[config.mk]
export PLATFORM = sky130hd
export DESIGN_NAME = bcd_down_timer
export DESIGN_NICKNAME = d
export VERILOG_FILES = /design/src/rtl/bcd_down_timer.sv
export SDC_FILE = /design/constraint.sdc
export NUM_CORES = 1
export LEC_CHECK = 0
export CORE_ASPECT_RATIO = 0.6
export CORE_MARGIN = 1
export CORE_UTILIZATION = 55
export CTS_BUF_LIST = sky130_fd_sc_hd__clkbuf_4 sky130_fd_sc_hd__clkbuf_8 sky130_fd_sc_hd__clkbuf_16
export DETAILED_ROUTE_END_ITERATION = 8
export PLACE_DENSITY = 0.81
export SYNTH_ARGS = -nofsm -noshare
export SYNTH_HDL_FRONTEND = slang
export SYNTH_SLANG_ARGS = --single-unit
export TNS_END_PERCENT = 100
[constraint.sdc]
create_clock -name clock -period 5.8 [get_ports clock]
set_input_delay 0.58 -clock clock [delete_from_list [all_inputs] [get_ports clock]]
set_output_delay 0.58 -clock clock [all_outputs]
set_load 0.05 [all_outputs]
[src/rtl/bcd_down_timer.sv]
// Four-digit BCD countdown timer with an IDLE/RUN/PAUSED/DONE control FSM.
// Define BCD_TIMER_AUTORELOAD_EN to reload the last loaded value on reaching 0000.
module bcd_down_timer #(
  parameter int unsigned TICK_DIV = 50000000
) (
  input  logic        clock,
  input  logic        reset_n,
  input  logic        load_enable,
  input  logic [15:0] load,
  input  logic        start,
  input  logic        pause,
  output logic [15:0] count,
  output logic        running,
  output logic        done,
  output logic        zero_pulse
);

  localparam int unsigned PW = $clog2(TICK_DIV);
  localparam logic [PW-1:0] PRESC_LAST = PW'(TICK_DIV - 1);

  typedef enum logic [1:0] {
    ST_IDLE   = 2'd0,
    ST_RUN    = 2'd1,
    ST_PAUSED = 2'd2,
    ST_DONE   = 2'd3
  } state_t;

  state_t        r_state;
  state_t        w_next_state;
  logic [PW-1:0] r_prescaler;
  logic [PW-1:0] w_next_prescaler;
  logic [15:0]   r_count;
  logic [15:0]   w_next_count;
  logic [15:0]   w_load_clamped;
  logic [15:0]   w_count_dec;
  logic          w_wrap;
  logic          w_zero_hit;
  logic          r_running;
  logic          r_done;
  logic          r_zero_pulse;

`ifdef BCD_TIMER_AUTORELOAD_EN
  logic [15:0]   r_reload;
`endif

  // Any nibble above 9 is not a legal BCD digit; saturate it to 9.
  function automatic logic [15:0] bcd_clamp(input logic [15:0] value);
    logic [15:0] result;
    result = value;
    for (int i = 0; i < 4; i++) begin
      if (value[i*4 +: 4] > 4'd9) begin
        result[i*4 +: 4] = 4'd9;
      end
    end
    return result;
  endfunction

  // One BCD step down: a zero digit becomes 9 and borrows from the next digit.
  function automatic logic [15:0] bcd_decrement(input logic [15:0] value);
    logic [15:0] result;
    logic        borrow;
    result = value;
    borrow = 1'b1;
    for (int i = 0; i < 4; i++) begin
      if (borrow) begin
        if (value[i*4 +: 4] == 4'd0) begin
          result[i*4 +: 4] = 4'd9;
        end else begin
          result[i*4 +: 4] = value[i*4 +: 4] - 4'd1;
          borrow           = 1'b0;
        end
      end
    end
    return result;
  endfunction

  assign w_load_clamped = bcd_clamp(load);
  assign w_count_dec    = bcd_decrement(r_count);
  assign w_wrap         = (r_prescaler == PRESC_LAST);

  // NOTE: every signal driven here gets a default first so no path through the
  // case statement can leave it unassigned and infer a latch.
  always_comb begin
    w_next_state     = r_state;
    w_next_prescaler = r_prescaler;
    w_next_count     = r_count;
    w_zero_hit       = 1'b0;

    if (load_enable) begin
      w_next_state     = ST_IDLE;
      w_next_count     = w_load_clamped;
      w_next_prescaler = '0;
    end else begin
      case (r_state)
        ST_IDLE: begin
          if (start && !pause && (r_count != 16'h0000)) begin
            w_next_state = ST_RUN;
          end
        end

        ST_RUN: begin
          // The edge that samples pause still counts as a running cycle.
          w_next_prescaler = w_wrap ? '0 : r_prescaler + PW'(1);
          if (w_wrap) begin
            w_next_count = w_count_dec;
            w_zero_hit   = (w_count_dec == 16'h0000);
          end

          if (w_zero_hit) begin
`ifdef BCD_TIMER_AUTORELOAD_EN
            w_next_count = r_reload;
            if (r_reload == 16'h0000) begin
              w_next_state = ST_DONE;
            end else if (pause) begin
              w_next_state = ST_PAUSED;
            end
`else
            w_next_state = ST_DONE;
`endif
          end else if (pause) begin
            w_next_state = ST_PAUSED;
          end
        end

        ST_PAUSED: begin
          if (start && !pause) begin
            w_next_state = ST_RUN;
          end
        end

        ST_DONE: begin
          w_next_state = ST_DONE;
        end

        default: begin
          w_next_state = ST_IDLE;
        end
      endcase
    end
  end

  // NOTE: sequential state uses non-blocking assignments so every register
  // samples the pre-edge values, regardless of statement order.
  always_ff @(posedge clock or negedge reset_n) begin
    if (!reset_n) begin
      r_state      <= ST_IDLE;
      r_prescaler  <= '0;
      r_count      <= 16'h0000;
      r_running    <= 1'b0;
      r_done       <= 1'b0;
      r_zero_pulse <= 1'b0;
    end else begin
      r_state      <= w_next_state;
      r_prescaler  <= w_next_prescaler;
      r_count      <= w_next_count;
      r_running    <= (w_next_state == ST_RUN);
      r_done       <= (w_next_state == ST_DONE);
      r_zero_pulse <= w_zero_hit;
    end
  end

`ifdef BCD_TIMER_AUTORELOAD_EN
  always_ff @(posedge clock or negedge reset_n) begin
    if (!reset_n) begin
      r_reload <= 16'h0000;
    end else if (load_enable) begin
      r_reload <= w_load_clamped;
    end
  end
`endif

  assign count      = r_count;
  assign running    = r_running;
  assign done       = r_done;
  assign zero_pulse = r_zero_pulse;

endmodule

## Word-level counts from Yosys, hierarchy flattened

Index checks and enable logic that the tools add are counted.

- Flip-flop bits (word level): 47
- Latch bits: 0
- RAM bits: 0
- Memory bits (read-only): 0
- Input port bits: 21
- Output and inout bits: 19
- Logic and storage cells: 67
- Memories kept: 0

- Add/sub/neg operators: 5
- $mul: 0
- Divide/modulo/power cells: 0
- Order comparisons: 4
- Eq/ne operators: 6
- Shift operators: 0
- Muxes and demuxes: 33
- Bitwise operators: 0
- Reductions and logical operators: 13

Operator list:

| operator | count |
|---|---|
| $mux 26 | 3 |
| $mux 16 | 3 |
| $mux 4 | 11 |
| $add 26x1->26 const B | 1 |
| $eq 26x26->1 const B | 1 |
| $gt 4x4->1 const B | 4 |
| $logic_not 16->1 | 1 |
| $logic_not 4->1 | 4 |
| $reduce_bool 16->1 | 1 |
| $sub 4x1->4 const B | 4 |
| $mux 1 | 10 |
| $mux 2 | 5 |
| $pmux 2 s4 | 1 |
| $eq 2x2->1 const B | 3 |
| $eq 2x1->1 const B | 2 |
| $reduce_bool 2->1 | 2 |
| $logic_and 1x1->1 | 2 |
| $logic_not 2->1 | 1 |
| $reduce_and 2->1 | 1 |
| $logic_not 1->1 | 1 |

## Logic depth before layout (Yosys ltp)

Gate-level depths: netlist of run 1.

- Depth after elaboration: 13
- Gate-level depth with buffers: 8
- Mapped depth without buffers: 6

## Least setup slack after synthesis of run 1

OpenSTA, ideal clock, no wires.

- Kind: register -> register
- From: reg r_count[0] (netlist: count[0])
- To: reg r_count[11] (netlist: count[11])
- Setup time: 0.082 ns
- Data arrival time: 2.540 ns
- Data required time: 5.718 ns
- Setup slack: 3.178 ns
- Cell stages (with the launch flop): 6
- Path buffers: 0
- Clock period less this slack: 2.622 ns
- Path through: dfrtp_1 or4_1 or4_1 or4_4 or3_1 a31oi_1

- Longest elaborated chain between the ends: 7

RTL lines:

| what | RTL line | RTL |
|---|---|---|
| from (decl) | 32 | `logic [15:0] r_count;` |
| from (signal assigned) | 155 | `r_count <= w_next_count;` |
| $logic_not 4->1 | 66 | `if (value[i*4 +: 4] == 4'd0) begin` |
| $mux 1 | 66 |  |
| $mux 1 | 65 | `if (borrow) begin` |
| $mux 4 | 65 |  |
| $mux 16 | 104 | `if (w_wrap) begin` |
| $mux 16 | 94 | `case (r_state)` |
| $mux 16 | 89 | `if (load_enable) begin` |

Every way passes these cells. The select of a mux whose other input is x is not followed.
A chain may end at the register's enable or synchronous reset.

## Worst setup path after layout of run 1

- From: reg r_prescaler[18]
- To: reg r_count[13] (netlist: count[13])

- Longest elaborated chain between the ends: 3

RTL lines:

| what | RTL line | RTL |
|---|---|---|
| from (decl) | 30 | `logic [PW-1:0] r_prescaler;` |
| from (signal assigned) | 154 | `r_prescaler <= w_next_prescaler;` |
| $eq 26x26->1 | 79 | `assign w_wrap = (r_prescaler == PRESC_LAST);` |
| $reduce_bool 2->1 (no line) | n/a |  |
| $reduce_and 2->1 (no line) | n/a |  |

Every way passes these cells.

==> impl_metrics.csv, run 1 <==
group,metric,value,unit
outcome,outcome,"finished clean",
yosys,synth_top_cell_area_share,0.4265,
yosys,ys_ff_latch,47,
global_route,grtUsageTotal,0.2965,
power,p_leak,1.249,nW
placement,io_buffers,39,
finish,utilization,0.6992,
clocking,clock_sinks,47,
placement,hpwl,5.148,mm
yosys,yosys.area.top_type,"dfrtp_1",
finish,final_cell_mix,"dfrtp_1, clkdlybuf4s50_1, nor2_1",
critical_path,arrival,3.13,ns
finish,multi_input_area,1511,um2
routing,drc_errors,0,
critical_path,crit_fanout,17,
clocking,root_buffer,"clkbuf_8",
routing,vias,2597,
finish,fin_cells,411,
timing,slew_viol_final,0,
yosys,yosys-top-cells-area,"dfrtp_1, nor2_1, o21ai_0, nand2_1, xnor2_1",
finish,syn_to_final_growth,18.74,%
routing,detail_route.wl_per_cell,17.63,um
timing,rsz0062_at_grt,"false",
floorplanning,fp.dieW,93.42,um
global_route,grt_max_degree,48,
timing,relSlewSlack,0.2325,
clocking,cts_buffer_depth,2,
power,power.total,0.7155,mW
routing,drt_iter0_markers,203,
power,ir_drop,0.1497,mV
finish,fillers,361,
yosys,yosysWarnings,0,
global_route,antenna_found_initial,0,
yosys,synth_fp_nets,335,
clocking,postCtsSetupBuffers,0,
global_route,grt_overflow,0,
finish,layout_commonest_cell,"dfrtp_1",
job,maxCapViolCount,0,
placement,dpl.cell_count,403,
clocking,htree_num_levels,2,
critical_path,r2r_start,"r_prescaler[18]$_DFFE_PN0P_",
yosys,synth_ff_type,"dfrtp_1",
timing,max_freq,341.5,MHz
floorplanning,io_pins,40,
floorplanning,rows,19,
routing,vias_per_cell,6.319,
critical_path,worst_setup_path_start_kind,"flop",
floorplanning,start_util,0.5888,
yosys,synthesis.area,2758,um2
yosys,synth-edff-count,0,
yosys,synth_cell_types,50,
clocking,path_clk_slew,0.09,ns
yosys,async_reset_ff_frac,1.000,
routing,ant_nets,0,
routing,firstDrtPassIters,5,
timing,fin_setup_tns,0,ns
hold_path,worstHoldPathType,"input pin to async pin",
timing,fin_ws,2.872,ns
placement,finalWeightedCongestion,0.8952,
placement,dp_slack,2.920,ns
finish,fin_nets,369,
clocking,insertion_delay,0.31,ns
clocking,cts_hold_buf,0,
clocking,post_cts_resized,0,
yosys,syn_inst,313,
timing,clock-skew-final,0.006520,ns
clocking,numCtsBuffers,5,
power,power_density,218.5,nW/um2
floorplanning,core_area,4683,um2
floorplanning,dieArea,5311,um2
floorplanning,die_h,56.85,um
timing,final.min_clock_period,2.928,ns
timing,setup_viol,0,
global_route,grt_pass1_vias,2386,
clocking,tritoncts,"built",
timing,min_period_over_period,0.5048,
yosys,syn_area_per_cell,8.810,um2
critical_path,cp_data_required_time,6.01,ns
timing,final_hold_viol_count,0,
global_route,grt_pass1_wl,12.08,mm
critical_path,critPathKind,"flop to flop",
routing,wirelength,7.247,mm
finish,antenna_cells,0,
yosys,ys_seq_area_frac,0.4265,
finish,layout-drive-gt1-share,0.05460,
critical_path,crit_path_end_kind,"flop",
critical_path,startpoint,"r_prescaler[18]$_DFFE_PN0P_",
finish,regArea,1176,um2
timing,tightest_slew,1.144,ns
per-stage QoR:
| stage | hold slack [ns] | instance area, um2 |
|---|---|---|
| 6_report | 0.4596 | 3274 |
| 5_1_grt | 0.5605 | 3274 |
| 4_1_cts | 0.5033 | 3274 |
| 3_5_place_dp | 0.5098 | 3186 |
| 3_3_place_gp | 0.5051 | 3186 |
| 2_1_floorplan | 0.2844 | 2758 |
state kept, by name (all words and copies together) (netlist names):
register and flops:
r_prescaler 26, zero_pulse 1, running 1, r_state 2
count 16, done 1
metal layers:
layer / vias up / global-route usage / part of all wire
li1: 1232 / - / -
met1: 1232 / 0.4813 / 0.50
met2: 126 / 0.4044 / 0.40
met3: 7 / 0.05420 / 0.090
met4: 0 / 0.05934 / 0.0066
met5: - / 0 / 0
cell families after synthesis:
family,count (synthesis),synth area share
flops,47,0.4265
buf+inv,20,0.02722
mux,7,0.02632
fa+ha+maj,2,0.008166
compound gates,77,0.1797
simple gates,144,0.2813
xor+xnor,16,0.05082
worst max-delay path, stage by stage, from the launching register on:
cell      delay [ns]
dfrtp_1         0.47
nor4bb_1        0.44
nand4_1         0.48
o31ai_2         1.08
o211ai_1        0.19
o21a_1          0.16
cell type report:
cell class                 instances  area share
inverter                           7    0.008024
sequential                        47      0.3592
clock inverter                     3    0.006114
multi-input combinational        246      0.4616
tap                               63     0.02407
clock buffer                       5     0.02102
timing repair buffer              40      0.1200
Yosys cell counts (2+ instances only):
library cell,count
or4_1,11
nand2b_1,4
nor2_1,34
or2_2,4
o21ai_0,24
nor4bb_1,2
and2_1,4
and3_1,4
mux2_2,2
a21oi_1,13
inv_1,6
o21a_1,3
dfrtp_1,47
and4_1,4
a31oi_1,11
or3_1,4
nand3_1,8
clkbuf_1,13
a21o_1,3
a41oi_1,2
o31ai_1,2
nor3_1,9
mux2i_1,5
xnor2_1,10
nor2b_1,6
o311ai_0,2
o31a_1,2
nor4_1,10
xor2_1,6
nand2_1,26
nor4b_1,3
nand4_1,8
o211ai_1,4
final timing paths:
check,to,slack [ns],depth (start not counted)
worst max-delay path,count[13]$_DFFE_PN0P_,2.87,5
worst min-delay path,r_prescaler[0]$_DFFE_PN0P_,0.46,1
worst max register to register,count[13]$_DFFE_PN0P_,2.87,5
worst min register to register,r_prescaler[24]$_DFFE_PN0P_,0.53,1
max in group asynchronous,r_prescaler[12]$_DFFE_PN0P_,4.69,1
min in group clock,r_prescaler[24]$_DFFE_PN0P_,0.53,1
power breakdown:
part | total, mW | leakage [nW] | internal (mW) | switching, mW
Combinational | 0.150 | 0.590 | 0.0556 | 0.0942
Sequential | 0.364 | 0.619 | 0.341 | 0.0234
Clock | 0.201 | 0.0402 | 0.0840 | 0.117
Note: power is estimated with default switching activity, not from simulation.
==> run 2: changes to the inputs <==
CORE_UTILIZATION = 49   (was 55)
PLACE_DENSITY = 0.76   (was 0.81)
clock period = 2.6 ns   (was 5.8 ns; I/O delays follow)
==> run 2 against run 1 <==
- die area up 12%
- power grew 140%
- via count rose by 3.2%
- cell area grew 4.4%
- critical endpoint is now count[11]$_DFFE_PN0P_
==> impl_metrics.csv, run 2 (synthesized netlist as in run 1, its figures left out) <==
group,metric,value,unit
floorplanning,fp.dieW,98.85,um
routing,wirelength,7.441,mm
global_route,grt_use_met3,0.04678,
placement,hpwl,5.458,mm
global_route,grtUsageTotal,0.2765,
placement,io_buffers,39,
timing,final.min_clock_period,2.500,ns
routing,vias_per_cell,6.233,
hold_path,worstHoldPathType,"input pin to async pin",
power,p_leak,1.334,nW
finish,largest_register_ffs,26,
routing,firstDrtPassIters,4,
floorplanning,core_area,5230,um2
timing,tightest_slew,1.094,ns
critical_path,cp_data_required_time,2.84,ns
clocking,root_buffer,"clkbuf_8",
critical_path,arrival,2.74,ns
routing,vias,2680,
global_route,grt.busiest_layer,"met1",
floorplanning,rows,20,
global_route,grt_overflow,0,
global_route,grt_pass1_wl,12.39,mm
critical_path,critPathKind,"flop to flop",
clocking,post_cts_resized,0,
critical_path,crit_path_end_kind,"flop",
power,ir_drop,0.2929,mV
timing,max_freq,400.0,MHz
finish,fin_nets,385,
routing,detail_route.wl_per_cell,17.30,um
global_route,use_met2,0.3706,
critical_path,worst_setup_path_start_kind,"flop",
global_route,grt_max_degree,26,
power,power_density,492.1,nW/um2
floorplanning,die_h,60.11,um
routing,ant_nets,0,
timing,slew_viol_final,0,
finish,antenna_cells,0,
power,power.total,1.681,mW
floorplanning,start_util,0.5273,
timing,clock-skew-final,0.005080,ns
clocking,cts_buffer_depth,2,
timing,final_hold_viol_count,0,
clocking,clock_sinks,47,
floorplanning,dieArea,5942,um2
clocking,numCtsBuffers,5,
timing,setup_viol,0,
finish,layout_commonest_cell,"dfrtp_1",
finish,top_register,"r_prescaler",
finish,layout-drive-gt1-share,0.09615,
clocking,path_clk_slew,0.09,ns
timing,rsz0062_at_grt,"false",
outcome,outcome,"finished clean",
finish,final_cell_mix,"dfrtp_1, clkdlybuf4s50_1, nor2_1",
timing,fin_setup_tns,0,ns
clocking,tritoncts,"built",
critical_path,crit_fanout,6,
global_route,grt_pass1_vias,2374,
timing,relSlewSlack,0.2678,
finish,syn_to_final_growth,23.91,%
job,maxCapViolCount,0,
global_route,grt_util_met1,0.4402,
clocking,insertion_delay,0.31,ns
clocking,htree_num_levels,2,
routing,drt_iter0_markers,239,
global_route,antenna_found_initial,0,
timing,min_period_over_period,0.9614,
placement,finalWeightedCongestion,0.8151,
routing,drc_errors,0,
floorplanning,io_pins,40,
run 2: changes by cell type in the layout (fill, tap and decap cells not counted):
cell           before  now
buf_4               1   16
clkbuf_8            5    7
clkinv_2            1    0
clkinvlp_4          2    1
dfrtp_1            47   46
dfrtp_2             0    1
dlygate4sd3_1       0    1
run 2: final timing paths:
path                                        startpoint                          end  slack, ns  cells past startpoint
max in group asynchronous                      reset_n         r_state[0]$_DFF_PN0_       1.41                      3
min in group clock                             load[1]         count[1]$_DFFE_PN0P_       0.53                      3
hold reg to reg            r_prescaler[15]$_DFFE_PN0P_  r_prescaler[15]$_DFFE_PN0P_       0.54                      2
hold / removal                                 reset_n  r_prescaler[18]$_DFFE_PN0P_       0.47                      2
setup reg to reg                  count[3]$_DFFE_PN0P_        count[11]$_DFFE_PN0P_       0.10                      5
setup / recovery                  count[3]$_DFFE_PN0P_        count[11]$_DFFE_PN0P_       0.10                      5
run 2: what timing repair did:
| item | in CTS | in global routing |
|---|---|---|
| hold buffers | 1 | 0 |
| setup buffers | 0 | 0 |
| endpoints found under the hold margin | 24 | 0 |
run 2: routing by layer:
metal / share of wire / vias up
met2: 0.41 / 100
met4: 0.0091 / 0
met5: 0 / -
li1: - / 1269
met1: 0.50 / 1304
met3: 0.077 / 7
run 2: area by class of cell:
type	instances	area, um2
Timing Repair Buffer	56	515.5
Tap cell	66	82.58
Fill cell	453	1813
Clock buffer	7	96.34
Multi-Input combinational cell	246	1511
Sequential cell	47	1177
Inverter	7	26.28
Clock inverter	1	7.507
run 2: stage by stage:
step | util | cells | hold WS (ns) | worst slack, ns | area [um2]
2_1_floorplan | - | 313 | -0.03559 | 0.003485 | 2759
3_3_place_gp | 0.6316 | 421 | 0.2951 | 0.1727 | 3303
3_5_place_dp | 0.6316 | 421 | 0.2912 | 0.1325 | 3303
4_1_cts | 0.6533 | 430 | 0.4998 | 0.1014 | 3417
5_1_grt | 0.6533 | 430 | 0.5255 | 0.01201 | 3417
6_report | 0.6533 | 430 | 0.4723 | 0.1003 | 3417
run 2: critical path: stages, from the launching register on:
cell and delay, ns:
dfrtp_1 0.44, or4_1 0.54, or4_1 0.51, or4_4 0.44
or3_1 0.33, a31oi_1 0.17
run 2: where the power goes:
part           switching (mW)  leakage (nW)  internal, mW
sequential             0.0419         0.618         0.761
clock                   0.268        0.0505         0.242
combinational           0.229         0.666         0.140
total                   0.538          1.33          1.14
